--- src/rtl/sb_pkg.sv ---
// Shared constants, state encodings and the rate-period helper for the
// Sound Blaster style 8-bit DMA playback controller.
package sb_pkg;

    localparam int CYC_PER_TC_DEF = 66;
    localparam int IRQ_LEN_DEF    = 9;

    localparam logic [7:0] OP_SINGLE = 8'h14;
    localparam logic [7:0] OP_AUTO   = 8'h1C;
    localparam logic [7:0] OP_TC     = 8'h40;
    localparam logic [7:0] OP_BLK    = 8'h48;
    localparam logic [7:0] OP_PAUSE  = 8'hD0;
    localparam logic [7:0] OP_RESUME = 8'hD4;

    typedef enum logic [2:0] {
        P_CMD, P_TC, P_LEN_LO, P_LEN_HI, P_BLK_LO, P_BLK_HI
    } pstate_t;

    typedef enum logic [1:0] {
        D_IDLE, D_WAIT, D_REQ, D_PAUSE
    } dstate_t;

    // Sample period in clk cycles, wrapped to 16 bits like the original counter.
    function automatic logic [15:0] rate_period(input logic [7:0] tc, input int cyc);
        logic [31:0] p;
        p = 32'(cyc) * (32'd256 - {24'd0, tc});
        return p[15:0];
    endfunction

endpackage

--- src/rtl/sb_rate_timer.sv ---
// Sample-rate timer: counts clk cycles since the last clear and flags when
// the period derived from the time constant has elapsed.
module sb_rate_timer
    import sb_pkg::*;
#(
    parameter int CYC_PER_TC = CYC_PER_TC_DEF
) (
    input  logic       clk,
    input  logic       rst_n,
    input  logic       clear,
    input  logic [7:0] tc,
    input  logic       enable,
    output logic       expired
);

    logic [15:0] count;
    logic [15:0] period;

    // The period is latched only on clear, so a new TC waits for the next reload.
    always_ff @(posedge clk) begin
        if (!rst_n) begin
            count  <= 16'd0;
            period <= rate_period(8'd0, CYC_PER_TC);
        end else if (clear) begin
            count  <= 16'd0;
            period <= rate_period(tc, CYC_PER_TC);
        end else if (enable && !expired) begin
            count <= count + 16'd1;
        end
    end

    // Looks one cycle ahead so the request edge lands exactly period cycles after clear.
    assign expired = ({1'b0, count} + 17'd1) >= {1'b0, period};

endmodule

--- src/rtl/sb_dma_ctrl.sv ---
// DSP command parser plus 8-bit ISA DMA engine: paces DRQ at the programmed
// sample rate, latches each DMA byte to pcm and raises IRQ on terminal count.
module sb_dma_ctrl
    import sb_pkg::*;
#(
    parameter int CYC_PER_TC = CYC_PER_TC_DEF,
    parameter int IRQ_LEN    = IRQ_LEN_DEF
) (
    input  logic       clk,
    input  logic       rst_n,
    input  logic       cmd_valid,
    input  logic [7:0] cmd_data,
    input  logic       dack_n,
    input  logic       iow_rise,
    input  logic [7:0] isa_d,
    output logic       drq,
    output logic       irq,
    output logic [7:0] pcm,
    output logic       pcm_valid,
    output logic       busy,
    output logic       tc
);

    localparam int IRQ_W = $clog2(IRQ_LEN + 1);

    pstate_t pstate, pstate_nx;
    dstate_t dstate, dstate_nx;

    logic [7:0]       tc_reg;
    logic [7:0]       lo_reg;
    logic [16:0]      blk;
    logic [16:0]      remaining;
    logic             auto_mode;
    logic [IRQ_W-1:0] irq_cnt;

    logic start_single, start_auto, op_pause, op_resume;
    logic accept, last, expired, timer_clr, timer_en;

    assign start_single = cmd_valid && (pstate == P_LEN_HI);
    assign start_auto   = cmd_valid && (pstate == P_CMD) && (cmd_data == OP_AUTO) && (blk != 17'd0);
    assign op_pause     = cmd_valid && (pstate == P_CMD) && (cmd_data == OP_PAUSE);
    assign op_resume    = cmd_valid && (pstate == P_CMD) && (cmd_data == OP_RESUME);
    assign accept       = (dstate == D_REQ) && !dack_n && iow_rise;
    assign last         = accept && (remaining == 17'd1);
    assign timer_en     = (dstate == D_WAIT) || (dstate == D_REQ);

    sb_rate_timer #(.CYC_PER_TC(CYC_PER_TC)) u_timer (
        .clk     (clk),
        .rst_n   (rst_n),
        .clear   (timer_clr),
        .tc      (tc_reg),
        .enable  (timer_en),
        .expired (expired)
    );

    always_comb begin
        pstate_nx = pstate;
        if (cmd_valid) begin
            case (pstate)
                P_CMD: begin
                    case (cmd_data)
                        OP_TC:     pstate_nx = P_TC;
                        OP_SINGLE: pstate_nx = P_LEN_LO;
                        OP_BLK:    pstate_nx = P_BLK_LO;
                        default:   pstate_nx = P_CMD;
                    endcase
                end
                P_LEN_LO: pstate_nx = P_LEN_HI;
                P_BLK_LO: pstate_nx = P_BLK_HI;
                default:  pstate_nx = P_CMD;
            endcase
        end
    end

    always_comb begin
        dstate_nx = dstate;
        timer_clr = 1'b0;
        case (dstate)
            D_WAIT: begin
                if (expired && dack_n) begin
                    dstate_nx = D_REQ;
                    timer_clr = 1'b1;
                end
            end
            D_REQ: begin
                if (accept) dstate_nx = (last && !auto_mode) ? D_IDLE : D_WAIT;
            end
            D_PAUSE: begin
                if (op_resume) begin
                    dstate_nx = D_WAIT;
                    timer_clr = 1'b1;
                end
            end
            default: dstate_nx = dstate;
        endcase
        // A byte taken alongside a pause still counts; a finished single transfer stays idle.
        if (op_pause && (dstate == D_WAIT || dstate == D_REQ) && dstate_nx != D_IDLE) begin
            dstate_nx = D_PAUSE;
            timer_clr = 1'b1;
        end
        if (start_single || start_auto) begin
            dstate_nx = D_WAIT;
            timer_clr = 1'b1;
        end
    end

    always_ff @(posedge clk) begin
        if (!rst_n) begin
            pstate    <= P_CMD;
            dstate    <= D_IDLE;
            tc_reg    <= 8'd0;
            lo_reg    <= 8'd0;
            blk       <= 17'd0;
            remaining <= 17'd0;
            auto_mode <= 1'b0;
            pcm       <= 8'h80;
            pcm_valid <= 1'b0;
            tc        <= 1'b0;
            irq_cnt   <= '0;
        end else begin
            pstate    <= pstate_nx;
            dstate    <= dstate_nx;
            pcm_valid <= accept;
            tc        <= last;
            if (accept) pcm <= isa_d;
            if (cmd_valid) begin
                case (pstate)
                    P_TC:               tc_reg <= cmd_data;
                    P_LEN_LO, P_BLK_LO: lo_reg <= cmd_data;
                    P_BLK_HI:           blk    <= {1'b0, cmd_data, lo_reg} + 17'd1;
                    default: ;
                endcase
            end
            if (start_single) begin
                remaining <= {1'b0, cmd_data, lo_reg} + 17'd1;
                auto_mode <= 1'b0;
            end else if (start_auto) begin
                remaining <= blk;
                auto_mode <= 1'b1;
            end else if (accept) begin
                remaining <= (last && auto_mode) ? blk : remaining - 17'd1;
            end
            if (last)
                irq_cnt <= IRQ_W'(IRQ_LEN);
            else if (irq_cnt != '0)
                irq_cnt <= irq_cnt - IRQ_W'(1);
        end
    end

    assign drq  = (dstate == D_REQ);
    assign busy = (dstate != D_IDLE);
    assign irq  = (irq_cnt != '0);

endmodule

--- config.mk ---
export PLATFORM = sky130hd
export DESIGN_NAME = sb_dma_ctrl
export DESIGN_NICKNAME = d
export VERILOG_FILES = /design/src/rtl/sb_pkg.sv /design/src/rtl/sb_rate_timer.sv /design/src/rtl/sb_dma_ctrl.sv
export SDC_FILE = /design/constraint.sdc
export NUM_CORES = 1
export LEC_CHECK = 0
export CAP_MARGIN = 30
export CORE_MARGIN = 10
export CORE_UTILIZATION = 45
export DETAILED_ROUTE_END_ITERATION = 10
export GPL_TIMING_DRIVEN = 0
export PLACE_DENSITY = 0.66
export SLEW_MARGIN = 20
export SYNTH_ARGS = -nofsm -noshare
export SYNTH_HDL_FRONTEND = slang
export SYNTH_HIERARCHICAL = 1
export SYNTH_SLANG_ARGS = --single-unit
--- constraint.sdc ---
create_clock -name clk -period 3.7 [get_ports clk]
set_input_delay 0.555 -clock clk [delete_from_list [all_inputs] [get_ports clk]]
set_output_delay 0.555 -clock clk [all_outputs]
set_load 0.01 [all_outputs]
Yosys cells after proc, flatten, opt, wreduce, memory -nomap -nowiden
Cells that the tools add are included.
Word-level totals
  register bits: 101
  latch bits: 0
  memory bits (writable): 0
  ROM bits: 0
  input bits: 21
  output and inout bits: 13
  logic and storage cells: 94
  memories kept: 0
Cells by class
  $add $sub $neg: 6
  multiply operators: 1
  div/mod/pow operators: 0
  $lt $le $gt $ge: 1
  eq/ne operators: 15
  shift-type cells: 0
  mux-type cells: 20
  bitwise logic cells: 1
  reductions and logical operators: 35
Operators by type and width (count)
  $mux W17: 4
  $add A16 B1 Y17 const B: 2
  $mul A6 B32 Y15 const A: 1
  $pmux W3 S3: 2
  $eq A17 B1 Y1 const B: 1
  $ge A17 B16 Y1: 1
  $reduce_bool A17 Y1: 1
  $sub A17 B1 Y17 const B: 1
  $add A16 B1 Y16 const B: 1
  $eq A8 B5 Y1 const B: 2
  $eq A8 B7 Y1 const B: 2
  $eq A8 B8 Y1 const B: 2
  $logic_and A1 B1 Y1: 15
  $reduce_or A2 Y1: 5
  $sub A9 B8 Y10 const A: 1
  $mux W2: 4
  $mux W4: 2
  $eq A3 B2 Y1 const B: 2
  $eq A3 B3 Y1 const B: 2
  $mux W1: 6
  $pmux W2 S3: 1
  $reduce_and A2 Y1: 3
  $reduce_bool A2 Y1: 3
  $eq A2 B2 Y1 const B: 2
  10 further kinds: 13

Longest topological paths before layout
Gate-level depths: netlist of the first run.
  depth in word-level cells: 13
  depth in mapped cells: 22
  mapped depth without buffers: 21

By module
The synthesis of the first run kept the hierarchy.
By module, submodules not included
  sb_dma_ctrl: instances 1, cells each 462, area each 3738.6 um2, sequential area each 1401.3 um2
  sb_rate_timer: instances 1, cells each 267, area each 2351.0 um2, sequential area each 620.6 um2

Worst setup path after synthesis of the first run
No wires, ideal clock.
  path kind: reg-to-reg
  start: register u_timer.count[0]
  end: register u_timer.count[2]
  library setup time: 0.059 ns
  arrival: 3.993 ns
  required time: 3.641 ns
  path slack: -0.352 ns
  stages on the path, launching flop included: 22
  buffers on the path: 1
  clock period less this slack: 4.052 ns
  path through: dfxtp_1 > ha_1 > nand3_4 > nor2_1 > nand3_1 > xnor2_1 > ha_1 > a21oi_1 > o21ai_0 > o21ai_1 > o41a_1 > nand4_1 > and3_1 > nor2b_1 > o22a_1 > o21ai_0 > nand3_1 > clkbuf_1 > nor2b_1 > nand2_1 > a31o_2 > nand2_1
On the way
  word-level cells in the longest chain between the ends: 10
  elaborated cells between the ends (all ways): 15
  those cells by class: add/sub (2); order compare (1); mux (6); reduce/logical (6)
RTL lines
  start, declared: RTL line sb_rate_timer.sv:16  | logic [15:0] count;
  start signal, assigned: RTL line sb_rate_timer.sv:28  | count <= count + 16'd1;
  $add A16 B1 Y17 (*): RTL line sb_rate_timer.sv:33  | assign expired = ({1'b0, count} + 17'd1) >= {1'b0, period};
  $ge A17 B16 Y1 (*): RTL line sb_rate_timer.sv:33
  via expired: RTL line sb_dma_ctrl.sv:37  | logic accept, last, expired, timer_clr, timer_en;
  $logic_and A1 B1 Y1 (*): RTL line sb_dma_ctrl.sv:80  | if (expired && dack_n) begin
  $mux W2: RTL line sb_dma_ctrl.sv:80
  $pmux W2 S3: RTL line sb_dma_ctrl.sv:78  | case (dstate)
  $reduce_bool A2 Y1: RTL line sb_dma_ctrl.sv:97  | if (op_pause && (dstate == D_WAIT || dstate == D_REQ) && dstate_nx != D_IDLE) begin
  $logic_and A1 B1 Y1: RTL line sb_dma_ctrl.sv:97
  $mux W1 (*): RTL line sb_dma_ctrl.sv:97
  $mux W1 (*): RTL line sb_dma_ctrl.sv:101  | if (start_single || start_auto) begin
  via timer_clr: RTL line sb_dma_ctrl.sv:37
  $reduce_or A2 Y1 (no line) (*)
Mark *: on every way through the listed nets, which the timed path passes. The rest lies on a longest branch.
A chain may end at the register's enable or synchronous reset.

Worst setup path after layout of the first run
  start: register u_timer.count[0]
  end: register u_timer.count[9]
Same word-level chain as after synthesis.

==> results of run 1 <==
-- stage by stage --
| stage | power [W] | instances | utilization, % | hold slack [ns] | area [µm²] |
|---|---|---|---|---|---|
| 2_1_floorplan | 0.00126 | 729 | - | 0.422 | 6130 |
| 3_3_place_gp | 0.00133 | 933 | 50.1 | 0.443 | 6630 |
| 3_5_place_dp | 0.00133 | 933 | 50.1 | 0.449 | 6630 |
| 4_1_cts | 0.00232 | 969 | 54.5 | 0.462 | 7210 |
| 5_1_grt | 0.00239 | 988 | 56.2 | 0.479 | 7440 |
| 6_report | 0.00230 | 988 | 56.2 | 0.458 | 7440 |
-- worst max-delay path by stage --
stage | endpoint | slack, ns
after floorplan | u_timer/period[10] | 0.04
after global placement | u_timer/period[13] | -0.56
after detailed placement | u_timer/period[14] | -0.70
after CTS | u_timer/count[9] | -0.01
after global routing | u_timer/count[9] | -0.28
final | u_timer/count[9] | -0.14
-- critical path: cells and delay by family, from the launching register on --
family	cells	cell delay, ns
and+or+nand+nor	9	1.60
AOI/OAI and AO/OA	6	1.06
adders and majority gates	2	0.43
DFF	1	0.38
xor gates and xnor gates	1	0.17
buffers and inverters	1	0.13
-- layout by cell type (no fill, tap or decap), types with 8 or more instances in the layout --
cell type,n
a211oi_1,11
a21oi_1,67
and3_1,8
buf_4,36
clkbuf_1,23
clkbuf_16,10
clkdlybuf4s50_1,28
dfxtp_1,91
dfxtp_4,8
ha_1,38
inv_1,33
mux2i_1,34
nand2_1,75
nand2b_1,8
nand3_1,17
nand4_1,12
nor2_1,51
nor2b_1,12
nor3_1,20
nor4_1,13
o21ai_0,18
o31ai_1,10
or3_1,8
or4_1,8
xnor2_1,29
xor2_1,21
-- cell families (layout without fill, tap and decap cells) --
logic type	after synthesis	in the layout	share of synthesized area, %
flip-flops	101	101	33.2
AND/OR/NAND/NOR	277	277	24.2
adder cells (fa/ha/maj)	40	40	8.34
multiplexers	35	35	5.77
buffers and inverters	69	152	4.68
AO/OA/AOI/OAI	153	153	16.1
XOR/XNOR	54	54	7.77
-- synth_stat cells (3+ instances only) --
master and number:
inv_1 33, o211ai_1 5, nor3_1 21, xnor2_1 31
nor2b_1 14, a21o_1 3, nand3b_1 4, nand2b_1 9
nand3_1 21, buf_6 3, nor2_1 54, mux2i_1 34
and3b_1 3, and3_1 10, or3_1 8, a211oi_1 11
buf_2 3, a31oi_1 3, clkbuf_1 26, o21ai_0 22
a21oi_1 69, buf_1 3, xor2_1 23, ha_1 39
nor4_1 13, o221ai_1 6, and4_1 4, dfxtp_1 101
nand4_1 12, nand2_1 75, o31ai_1 10, or4_1 9
-- where the power goes --
| part | total (W) | switching, W | internal [W] |
|---|---|---|---|
| Sequential | 0.00111 | 0.0000141 | 0.00110 |
| Combinational | 0.000196 | 0.000109 | 0.0000873 |
| Clock | 0.000992 | 0.000455 | 0.000537 |
-- layer usage --
| metal | wire [µm] | part of all wire (%) | global-route usage (%) | vias to the layer above |
|---|---|---|---|---|
| met2 | 8730 | 51 | 32.2 | 156 |
| met3 | 790 | 4.6 | 4.32 | 36 |
| met5 | 0 | 0 | 0 | - |
| met1 | 7170 | 42 | 20.8 | 2720 |
| li1 | - | - | - | 2763 |
| met4 | 468 | 2.7 | 5.74 | 0 |
-- final cells by class --
| cell class | instances | area (µm²) | area share [%] |
|---|---|---|---|
| Inverter | 34 | 128 | 1.71 |
| Timing Repair Buffer | 67 | 604 | 8.12 |
| Tap cell | 176 | 220 | 2.96 |
| Multi-Input combinational cell | 559 | 3960 | 53.1 |
| Sequential cell | 101 | 2050 | 27.6 |
| Clock inverter | 7 | 82.6 | 1.11 |
| Clock buffer | 9 | 225 | 3.03 |
| Buffer | 35 | 174 | 2.34 |
-- repair_timing --
action,4_1_cts,5_1_grt
endpoints found under the setup margin,31,31
gates resized for setup,32,22
buffers inserted,20,17
cloned,0,1
pin swaps,21,11
==> flow_metrics.env, run 1 <==
export IMPL_num_rows=42
export IMPL_syn_nets=790
export IMPL_ys_ff_latch=101
export IMPL_avgSynthCellArea_um2=8.35
export IMPL_worstReg2RegStart="u_timer/count[0]"
export IMPL_yosysTopAreaCell="dfxtp_1"
export IMPL_cp_data_arrival_time_ns=4.13
export IMPL_drt_wl_total_mm=17.2
export IMPL_end_kind="flop"
export IMPL_slew_violations=0
export IMPL_die_y_um=136
export IMPL_cts_tree="done"
export IMPL_synth_edf_count=0
export IMPL_final_period_utilization_pct=104
export IMPL_ir_worst_vdd_uv=380
export IMPL_boundaryPins=34
export IMPL_reg_top3="blk x17, remaining x17, u_timer/count x16"
export IMPL_cts_max_level=3
export IMPL_via_count=5675
export IMPL_power_density_nw_per_um2=309
export IMPL_synth_top_area_share_pct=33.2
export IMPL_cp_max_fo=5
export IMPL_fin_crit_ns=3.84
export IMPL_track_usage_pct=18.1
export IMPL_port_buffers=28
export IMPL_grt_pass1_vias=5621
export IMPL_fillCellCount=1230
export IMPL_clock_sinks=101
export IMPL_r2r_cells=19
export IMPL_grt_pass1_wl_mm=27.4
export IMPL_dieArea_um2=18600
export IMPL_hold_buffers=0
export IMPL_root_buffer="clkbuf_16"
export IMPL_hold_end="pcm[4]"
export IMPL_layout_drive_gt1_share_pct=14.8
export IMPL_fmax_ghz=0.260
export IMPL_drt_iter0_drc=375
export IMPL_drcViolationCount=0
export IMPL_cp_cell_sequence="ha_4 -> nand3_4 -> nor2_4 -> buf_4 -> xor2_2 -> ha_1 -> a21oi_1 -> o21ai_1 -> o21ai_2 -> o41a_1 -> nand4_1 -> and3_4 -> nor2b_4 -> o22a_1 -> o21ai_2 -> nand3_4 -> nand2b_4 -> or4_4 -> nand2_1"
export IMPL_finalSetupViolations=7
export IMPL_hold_viol=0
export IMPL_r2r_end="u_timer/count[9]"
export IMPL_clock_latency_ns=0.36
export IMPL_start_util_pct=46.0
export IMPL_min_delay_path_depth=2
export IMPL_clkTransAtPathRegs_ns=0.07
export IMPL_clock_path_buffers=2
export IMPL_synth_async_reset_ratio_pct=0
export IMPL_antenna_found_initial=0
export IMPL_netlist_area_um2=6090
export IMPL_grt_max_degree=19
export IMPL_finalClockSkew_ns=0.0168
export IMPL_r2r_setup_slack_ns=-0.14
export IMPL_max_cap_viol_count=0
export IMPL_gr_total_overflow=0
export IMPL_worstSetupPathType="reg2reg"
export IMPL_total_leakage_power_nw=2.98
export IMPL_dp_hpwl_mm=12.3
export IMPL_via_per_inst=5.74
export IMPL_status="finished with violations"
export IMPL_wire_per_inst_um=17.4
export IMPL_setup_tns_ns=-0.394
export IMPL_netlist_instances=729
export IMPL_required_ns=3.99
export IMPL_cpPeakStageDelay_ns=0.50
export IMPL_yosysUniqueCellTypes=72
export IMPL_relSlewSlack_pct=41.8
export IMPL_ys_seq_area_share_pct=33.2
export IMPL_postRouteAntennaNets=0
export IMPL_hold_path_class="reg2reg"
export IMPL_place_ws_ns=-0.695
export IMPL_gp_congestion=0.922
export IMPL_ys_flop_type="dfxtp_1"
export IMPL_cp_startpoint="u_timer/count[0]"
export IMPL_synth_area_leaders="dfxtp_1, ha_1, a21oi_1, mux2i_1, nand2_1"
export IMPL_hp_start="pcm[4]"
export IMPL_slowest_stage="or4_4"
export IMPL_drtPass1Iterations=5
export IMPL_finalWorstSetupSlack_ns=-0.142
export IMPL_numCtsBuffers=9
export IMPL_worst_pin_slew_ns=0.868
export IMPL_die_width_um=136
export IMPL_rsz0062_at_grt="yes"
export IMPL_syn_to_final_growth_pct=22.3
export IMPL_coreArea_um2=13200
export IMPL_violations="negative setup slack"
export IMPL_critPathLaunchType="flop"
export IMPL_final_nets=868
export IMPL_num_antenna_cells=0
export IMPL_yosysWarnings=6
(Power assumes the default switching activity.)
==> inputs of run 2 (changes only) <==
CORE_ASPECT_RATIO = 1.1   (was not set)
CORE_UTILIZATION = 65   (was 45)
PLACE_DENSITY = 0.87   (was 0.66)
clock period = 4.8 ns   (was 3.7 ns; I/O delays follow)
==> run 2 against run 1 <==
  * The flow now finishes without violations
  * Clock-buffer cell count unchanged
  * Routed wire length is 9.7% lower
  * Cell count shrank 9.9%
  * Sequential power decreased by 22%
  * Non-clock buffer count is 36 lower
  * Die area fell by 27%
  * Register-to-register slack better by 0.49 ns
  * Sequential cell count stayed put
  * Core utilization up 19 points
  * Clock skew shrank 0.0055 ns
  * Sequential share of layout area rose by 2.3 points
  * Worst setup slack better by 0.49 ns
  * Critical path type unchanged
  * Largest cell class unchanged
==> flow_metrics.env, run 2 (synthesis results as in run 1) <==
export IMPL_coreArea_um2=9010
export IMPL_die_width_um=112
export IMPL_placed_area_um2=6510
export IMPL_final_period_utilization_pct=92.8
export IMPL_setup_tns_ns=0
export IMPL_grt_pass1_wl_mm=25.8
export IMPL_grt_max_degree=19
export IMPL_final_util_pct=75.0
export IMPL_slowest_stage="or4_1"
export IMPL_multiInputGateArea_um2=3800
export IMPL_critPathLaunchType="flop"
export IMPL_power_density_nw_per_um2=234
export IMPL_drt_iter0_drc=417
export IMPL_clkTransAtPathRegs_ns=0.11
export IMPL_power_frac_clock_pct=35.9
export IMPL_drtPass1Iterations=5
export IMPL_syn_to_final_growth_pct=10.9
export IMPL_via_per_inst=6.23
export IMPL_drcViolationCount=0
export IMPL_fillCellCount=678
export IMPL_gr_total_overflow=0
export IMPL_final_area_um2=6750
export IMPL_hold_viol=0
export IMPL_end_kind="flop"
export IMPL_gp_congestion=0.969
export IMPL_relSlewSlack_pct=44.2
export IMPL_clock_latency_ns=0.37
export IMPL_fmax_ghz=0.224
export IMPL_slew_violations=0
export IMPL_postRouteAntennaNets=0
export IMPL_cts_max_level=3
export IMPL_clock_sinks=101
export IMPL_p_int_w=0.00117
export IMPL_p_comb_share_pct=9.4
export IMPL_worst_pin_slew_ns=0.832
export IMPL_hold_path_class="reg2reg"
export IMPL_cp_data_arrival_time_ns=4.78
export IMPL_cp_max_fo=8
export IMPL_total_leakage_power_nw=2.69
export IMPL_status="completed"
export IMPL_numCtsBuffers=9
export IMPL_ir_worst_vdd_uv=164
export IMPL_hold_buffers=0
export IMPL_switching_share_pct=26.1
export IMPL_place_ws_ns=-0.227
export IMPL_max_cap_viol_count=0
export IMPL_cpPeakStageDelay_ns=0.52
export IMPL_power_net_switching_w=0.000412
export IMPL_layout_drive_gt1_share_pct=6.44
export IMPL_worstSetupPathType="reg2reg"
export IMPL_port_buffers=28
export IMPL_drt_wl_total_mm=15.5
export IMPL_required_ns=5.13
export IMPL_start_util_pct=67.6
export IMPL_boundaryPins=34
export IMPL_num_rows=36
export IMPL_fin_crit_ns=4.46
export IMPL_sequentialPowerShare_pct=54.7
export IMPL_dieArea_um2=13600
export IMPL_mostFrequentLayoutCell="dfxtp_1"
export IMPL_final_nets=832
export IMPL_via_count=5546
export IMPL_num_antenna_cells=0
export IMPL_cp_cell_sequence="ha_2 -> nand3_4 -> nor2_1 -> nand3_1 -> xnor2_1 -> ha_1 -> a21oi_1 -> o21ai_0 -> o21ai_2 -> o41a_1 -> nand4_1 -> and3_1 -> nor2b_1 -> o22a_1 -> o21ai_0 -> nand3_1 -> nand2b_1 -> or4_1 -> nand2_1"
export IMPL_root_buffer="clkbuf_8"
export IMPL_layout_common_cells="dfxtp_1, nand2_1, a21oi_1"
export IMPL_antenna_found_initial=0
export IMPL_finalWorstSetupSlack_ns=0.344
export IMPL_track_usage_pct=22.6
export IMPL_finalSetupViolations=0
export IMPL_reg_top3="blk x17, remaining x17, u_timer/count x16"
export IMPL_cts_tree="done"
export IMPL_finalClockSkew_ns=0.0113
export IMPL_seq_area_um2=2020
export IMPL_dp_hpwl_mm=11.8
export IMPL_die_y_um=122
export IMPL_wire_per_inst_um=17.4
export IMPL_clock_path_buffers=2
export IMPL_grt_pass1_vias=5485
run 2: cell count changes in the layout (fill, tap and decap cells not counted), moves of 8 or more:
cell       before  now
buf_4          36    2
clkbuf_16      10    0
dfxtp_1        91  101
clkbuf_8        0    9
dfxtp_4         8    0
run 2: metrics by stage:
stage,std cells,power [W],hold WS [ns]
final,890,0.00158,0.467
after global routing,890,0.00163,0.487
after CTS,887,0.00158,0.469
after detailed placement,871,0.00103,0.453
after global placement,871,0.00102,0.442
after floorplan,729,0.000971,0.422
run 2: final timing paths:
path	from	endpoint	slack, ns	cells after the start
worst min register to register	pcm[6]	pcm[6]	0.47	2
worst max register to register	u_timer/count[0]	u_timer/count[9]	0.34	19
worst min-delay path	pcm[6]	pcm[6]	0.47	2
worst max-delay path	u_timer/count[0]	u_timer/count[9]	0.34	19
run 2: cell type report:
| class | count | area share (%) |
|---|---|---|
| Inverter | 34 | 1.89 |
| Sequential cell | 101 | 29.9 |
| Multi-Input combinational cell | 559 | 56.2 |
| Clock buffer | 9 | 1.83 |
| Buffer | 35 | 2.37 |
| Timing Repair Buffer | 31 | 4.45 |
| Tap cell | 114 | 2.11 |
| Clock inverter | 7 | 1.19 |
run 2: repair_timing:
action                                  4_1_cts  5_1_grt
endpoints found under the setup margin        9       28
resized for setup                             3        5
buffers inserted                              0        2
run 2: power groups by stage:
stage               registers (W)  clock network, W  logic (W)
finish                   0.000863          0.000566   0.000148
global route             0.000865          0.000604   0.000162
CTS                      0.000862          0.000570   0.000147
detailed placement       0.000882                 0   0.000145
global placement         0.000880                 0   0.000138
floorplan                0.000879                 0  0.0000914
run 2: layer usage:
metal	wire length, µm	GRT usage (%)	vias to the layer above
met5	0	0	-
li1	-	-	2685
met4	703	12.5	0
met2	7840	41.2	190
met3	749	3.21	52
met1	6200	24.7	2619
run 2: critical path: cells and delay by family, from the launching register on:
kind                     cells  cell delay [ns]
AO/OA/AOI/OAI                6             1.09
adder cells (fa/ha/maj)      2             0.56
XOR/XNOR                     1             0.23
flip-flops                   1             0.43
AND/OR/NAND/NOR             10             2.08
